`src/rtl/line_drawer.sv`:
```
// rtl/line_drawer.sv - Bresenham line rasteriser emitting one framebuffer write per handshake
module line_drawer #(
   parameter int HOR_ACTIVE_PIXELS = 640,
   parameter int VER_ACTIVE_PIXELS = 480,
   localparam int X_WIDTH = $clog2(HOR_ACTIVE_PIXELS),
   localparam int Y_WIDTH = $clog2(VER_ACTIVE_PIXELS)
) (
   input  logic               clk,
   input  logic               reset,
   input  logic               start,
   output logic               ready,
   input  logic [X_WIDTH-1:0] x1,
   input  logic [Y_WIDTH-1:0] y1,
   input  logic [X_WIDTH-1:0] x2,
   input  logic [Y_WIDTH-1:0] y2,
   output logic [X_WIDTH-1:0] pixel_x,
   output logic [Y_WIDTH-1:0] pixel_y,
   output logic               pixel_write,
   input  logic               pixel_ready
);

   localparam int E_W = ((X_WIDTH > Y_WIDTH) ? X_WIDTH : Y_WIDTH) + 2;
   localparam logic [X_WIDTH:0] H_LIMIT = HOR_ACTIVE_PIXELS[X_WIDTH:0];
   localparam logic [Y_WIDTH:0] V_LIMIT = VER_ACTIVE_PIXELS[Y_WIDTH:0];
   localparam logic [X_WIDTH-1:0] X_ONE = {{(X_WIDTH-1){1'b0}}, 1'b1};
   localparam logic [Y_WIDTH-1:0] Y_ONE = {{(Y_WIDTH-1){1'b0}}, 1'b1};

   localparam logic [1:0] S_IDLE = 2'd0;
   localparam logic [1:0] S_INIT = 2'd1;
   localparam logic [1:0] S_PLOT = 2'd2;

   logic [1:0]               state;
   logic [X_WIDTH-1:0]       x_cur, x_end;
   logic [Y_WIDTH-1:0]       y_cur, y_end;
   logic signed [E_W-1:0]    dx, dy, err;
   logic                     sx_neg, sy_neg;

   logic signed [E_W-1:0]    x_diff, y_diff, x_abs, y_abs;
   logic signed [E_W:0]      e2, dx_ext, dy_ext;
   logic signed [E_W-1:0]    err_next;
   logic                     step_x, step_y;
   logic                     visible, transfer, at_end;
   logic [X_WIDTH-1:0]       x_next;
   logic [Y_WIDTH-1:0]       y_next;

   // During INIT x_cur/y_cur already hold the start point latched in IDLE
   assign x_diff = $signed({{(E_W-X_WIDTH){1'b0}}, x_end}) - $signed({{(E_W-X_WIDTH){1'b0}}, x_cur});
   assign y_diff = $signed({{(E_W-Y_WIDTH){1'b0}}, y_end}) - $signed({{(E_W-Y_WIDTH){1'b0}}, y_cur});
   assign x_abs  = x_diff[E_W-1] ? -x_diff : x_diff;
   assign y_abs  = y_diff[E_W-1] ? -y_diff : y_diff;

   assign e2       = {err, 1'b0};
   assign dx_ext   = {dx[E_W-1], dx};
   assign dy_ext   = {dy[E_W-1], dy};
   assign step_x   = (e2 >= dy_ext);
   assign step_y   = (e2 <= dx_ext);
   assign err_next = err + (step_x ? dy : '0) + (step_y ? dx : '0);
   assign x_next   = sx_neg ? (x_cur - X_ONE) : (x_cur + X_ONE);
   assign y_next   = sy_neg ? (y_cur - Y_ONE) : (y_cur + Y_ONE);

   // Off-screen points still advance the walk, they just never reach the framebuffer
   assign visible  = ({1'b0, x_cur} < H_LIMIT) && ({1'b0, y_cur} < V_LIMIT);
   assign transfer = (state == S_PLOT) && (visible ? pixel_ready : 1'b1);
   assign at_end   = (x_cur == x_end) && (y_cur == y_end);

   assign ready       = (state == S_IDLE);
   assign pixel_write = (state == S_PLOT) && visible;
   assign pixel_x     = x_cur;
   assign pixel_y     = y_cur;

   always_ff @(posedge clk or posedge reset) begin
      if (reset) begin
         state  <= S_IDLE;
         x_cur  <= '0;
         y_cur  <= '0;
         x_end  <= '0;
         y_end  <= '0;
         dx     <= '0;
         dy     <= '0;
         err    <= '0;
         sx_neg <= 1'b0;
         sy_neg <= 1'b0;
      end else begin
         case (state)
            S_IDLE: begin
               if (start) begin
                  x_cur <= x1;
                  y_cur <= y1;
                  x_end <= x2;
                  y_end <= y2;
                  state <= S_INIT;
               end
            end
            S_INIT: begin
               dx     <= x_abs;
               dy     <= -y_abs;
               err    <= x_abs - y_abs;
               sx_neg <= !(x_cur < x_end);
               sy_neg <= !(y_cur < y_end);
               state  <= S_PLOT;
            end
            S_PLOT: begin
               if (transfer) begin
                  if (at_end) begin
                     state <= S_IDLE;
                  end else begin
                     err <= err_next;
                     if (step_x) x_cur <= x_next;
                     if (step_y) y_cur <= y_next;
                  end
               end
            end
            default: state <= S_IDLE;
         endcase
      end
   end

endmodule

```
`config.mk`:
```
export PLATFORM = sky130hd
export DESIGN_NAME = line_drawer
export DESIGN_NICKNAME = d
export VERILOG_FILES = /design/src/rtl/line_drawer.sv
export SDC_FILE = /design/constraint.sdc
export NUM_CORES = 1
export LEC_CHECK = 0
export ABC_AREA = 0
export ABC_CLOCK_PERIOD_IN_PS = 7700
export CAP_MARGIN = 15
export CORE_MARGIN = 2
export CORE_UTILIZATION = 63
export CTS_CLUSTER_DIAMETER = 30
export CTS_CLUSTER_SIZE = 40
export DETAILED_ROUTE_END_ITERATION = 10
export HOLD_SLACK_MARGIN = 0.03
export PLACE_DENSITY = 0.95
export SLEW_MARGIN = 15
export SYNTH_ARGS = -nofsm -noshare
export SYNTH_HDL_FRONTEND = slang
export SYNTH_SLANG_ARGS = --single-unit
export TNS_END_PERCENT = 50
```
`constraint.sdc`:
```
create_clock -name clk -period 7.7 [get_ports clk]
set_clock_uncertainty 0.15 [all_clocks]
set_input_delay 1.54 -clock clk [delete_from_list [all_inputs] [get_ports clk]]
set_output_delay 1.54 -clock clk [all_outputs]
set_load 0.02 [all_outputs]
```
==> results.toml <==
[clock_network]
clock-root-buffer = "clkbuf_16"
cts_setup_buffers = 0
cts_htree_levels = 3
cts_buffers = 9
cts_tree = "built"
cts_buffer_depth = 2
clk_latency_ns = 0.34
hold_buffers = 0
cts_num_sinks = 78
path_clk_slew_ns = 0.06
cts.repair.resized = 0

[critical_path]
cp-start-kind = "flip-flop"
cp_max_fo = 7
regToRegSetupSlack_ns = 2.29
cp_data_required_time_ns = 7.80
crit_chain = "ha_1 -> a21o_1 -> a2111oi_0 -> o21ai_0 -> a21boi_1 -> nor2_1 -> fa_1 -> ha_1 -> a21o_1 -> a21oi_1 -> o21ai_0 -> a2111oi_0 -> o41ai_1 -> xor2_1 -> nor2_1 -> a311oi_1"
reg2regPathDepth = 16
timing.rr.end = "err[10]"
crit_family = "compound AO/OA/AOI/OAI gates"
end_kind = "flip-flop"
crit_type = "flip-flop to flip-flop"
timing.rr.start = "err[9]"
critical_path_buf_inv_count = 0
arrival_ns = 5.50
cpMaxStageDelayCell = "a2111oi_0"
slowest_delay_ns = 0.71

[yosys]
synth_enable_flop_cells = 0
syn-num-nets = 1009
synthCells = 868
synth_top_area_cell = "dfrtp_1"
synth_warnings = 0
synth.top_cell.area_share = 0.265
yosysSeqAreaShare = 0.265
synthTopCellsByArea = "dfrtp_1 27%, ha_1 14%, a21oi_1 4.7%"
async_reset_ff_frac = 1.00
syn_area_sq_mm = 0.00736
ys_ff_latch = 78
synth_ff_type = "dfrtp_1"
avgSynthCellArea_sq_um = 8.48
synth.distinct_cells = 72

[sta]
setup_tns_ns = 0
period_needed_ns = 5.41
fmax_ghz = 0.185
grt_setup_unrepaired = "false"
finalHoldViolCount = 0
slew_viol_final = 0
setup_viol = 0
min_period_over_period = 0.702
slew-limit-headroom = 0.286
tightest_slew_ns = 1.07

[min_path]
holdCritStartpoint = "dy[4]"
min_path_type = "flip-flop to flip-flop"
worstHoldEndpoint = "dy[4]"
hold_depth = 2

[drt]
drt_pre_antenna_iters = 6
drtAntennaViolNets = 0
route.detailed.drc = 0
num_vias = 6897
routed_wl_mm = 20.0
wire_per_inst_um = 18.7
via_per_inst = 6.46
drt_iter0_drc = 541

[grt]
grt_pass1_wl_mm = 33.2
grt_start_max_net_pins = 79
antenna_found_initial = 0
grt-ovfl-total = 0
first_global_vias = 6907
gr-usage-all-layers = 0.328

[cells_and_area]
num_antenna_cells = 0
fillers = 748
drive_above_1_share = 0.0670
finalNonFillerCells = 1068
fin_nets = 1063
area_delta_synth_final_pct = 13.9

[die]
die-height_um = 112
io_pins = 63
rows = 39
core_sq_mm = 0.0114
die_area_sq_mm = 0.0126
die_w_um = 112
initial_core_util = 0.645

[job]
drv_cap = 0

[run_status]
status = "finished clean"

[placement]
hpwl_mm = 14.5
place_congestion = 0.959
dp_cells = 1054
port_buffers = 62
cells by family after synthesis:
group	synth area share
buffers and inverters	0.0539
xor gates and xnor gates	0.0719
AOI/OAI and AO/OA	0.208
other	0.000509
and+or+nand+nor	0.164
muxes	0.0505
adders and majority gates	0.186
DFF	0.265
area by class of cell:
class | instances | area, sq um | area share
clock buffers | 12 | 236 | 0.0282
clock inverters | 2 | 35.0 | 0.00418
inverters | 77 | 290 | 0.0346
multi-input cells | 686 | 5020 | 0.598
flip-flops and latches | 78 | 1950 | 0.233
well taps | 143 | 179 | 0.0213
repair buffers | 70 | 681 | 0.0811
placed cells by master (no fill, tap or decap), drive strengths merged, types with 9 or more instances in the layout:
| master | Yosys | final |
|---|---|---|
| ha | 82 | 82 |
| dfrtp | 78 | 78 |
| inv | 77 | 76 |
| a21oi | 70 | 70 |
| nor2 | 68 | 68 |
| nand2 | 68 | 68 |
| o21ai | 66 | 66 |
| clkdlybuf4s50 | 0 | 62 |
| xnor2 | 34 | 34 |
| nor3 | 28 | 28 |
| mux2 | 25 | 25 |
| xor2 | 23 | 23 |
| a21o | 18 | 18 |
| nand3 | 17 | 17 |
| fa | 17 | 17 |
| nor2b | 16 | 16 |
| a31oi | 13 | 13 |
| a211oi | 12 | 12 |
| clkbuf | 22 | 12 |
| nand4 | 10 | 10 |
| or3 | 10 | 10 |
| nand2b | 10 | 10 |
| o211ai | 9 | 9 |
| mux2i | 9 | 9 |
worst register-to-register path, cell delays in order, from the launching register on:
cell	delay [ns]
dfrtp_1	0.43
ha_1	0.31
a21o_1	0.18
a2111oi_0	0.71
o21ai_0	0.26
a21boi_1	0.54
nor2_1	0.15
fa_1	0.50
ha_1	0.31
a21o_1	0.18
a21oi_1	0.20
o21ai_0	0.14
a2111oi_0	0.58
o41ai_1	0.19
xor2_1	0.16
nor2_1	0.06
a311oi_1	0.26
state kept, by name, indices dropped and copies added (netlist names):
signal / flops
dx: 12
dy: 12
err: 12
pixel_x: 10
pixel_y: 9
state: 2
sx_neg: 1
sy_neg: 1
x_end: 10
y_end: 9
worst max-delay path by stage:
| stage | startpoint | endpoint | slack, ns | cells past startpoint |
|---|---|---|---|---|
| final | err[9] | err[10] | 2.29 | 16 |
| after global routing | err[9] | err[10] | 1.95 | 16 |
| after CTS | err[9] | err[10] | 2.34 | 16 |
| after detailed placement | err[9] | err[10] | 2.40 | 16 |
| after global placement | err[9] | err[10] | 2.53 | 16 |
| after floorplan | err[9] | err[10] | 2.89 | 17 |
cells in the mapped netlist, drive strengths merged (10+ instances only):
| library cell | number |
|---|---|
| ha | 82 |
| dfrtp | 78 |
| inv | 77 |
| a21oi | 70 |
| nand2 | 68 |
| nor2 | 68 |
| o21ai | 66 |
| xnor2 | 34 |
| nor3 | 28 |
| mux2 | 25 |
| xor2 | 23 |
| clkbuf | 22 |
| a21o | 18 |
| fa | 17 |
| nand3 | 17 |
| nor2b | 16 |
| a31oi | 13 |
| a211oi | 12 |
| nand2b | 10 |
| nand4 | 10 |
| or3 | 10 |
metal layers:
| layer | vias up | track usage | share of wire |
|---|---|---|---|
| li1 | 3196 | - | - |
| met4 | 0 | 0.158 | 0.044 |
| met5 | - | 0 | 0 |
| met1 | 3263 | 0.419 | 0.40 |
| met2 | 348 | 0.546 | 0.48 |
| met3 | 90 | 0.0545 | 0.077 |
stage by stage:
| step | instance area [sq um] | worst slack (ns) | utilization | hold WS (ns) |
|---|---|---|---|---|
| after global placement | 8120 | 2.53 | 0.711 | 0.314 |
| after floorplan | 7360 | 2.89 | - | 0.299 |
| after detailed placement | 8120 | 2.40 | 0.711 | 0.324 |
| after global routing | 8390 | 1.95 | 0.735 | 0.356 |
| after CTS | 8390 | 2.34 | 0.735 | 0.337 |
| final | 8390 | 2.29 | 0.735 | 0.340 |
Power is not shown: default switching activity piles up to over one toggle a cycle in this logic, so the estimate is an artifact.
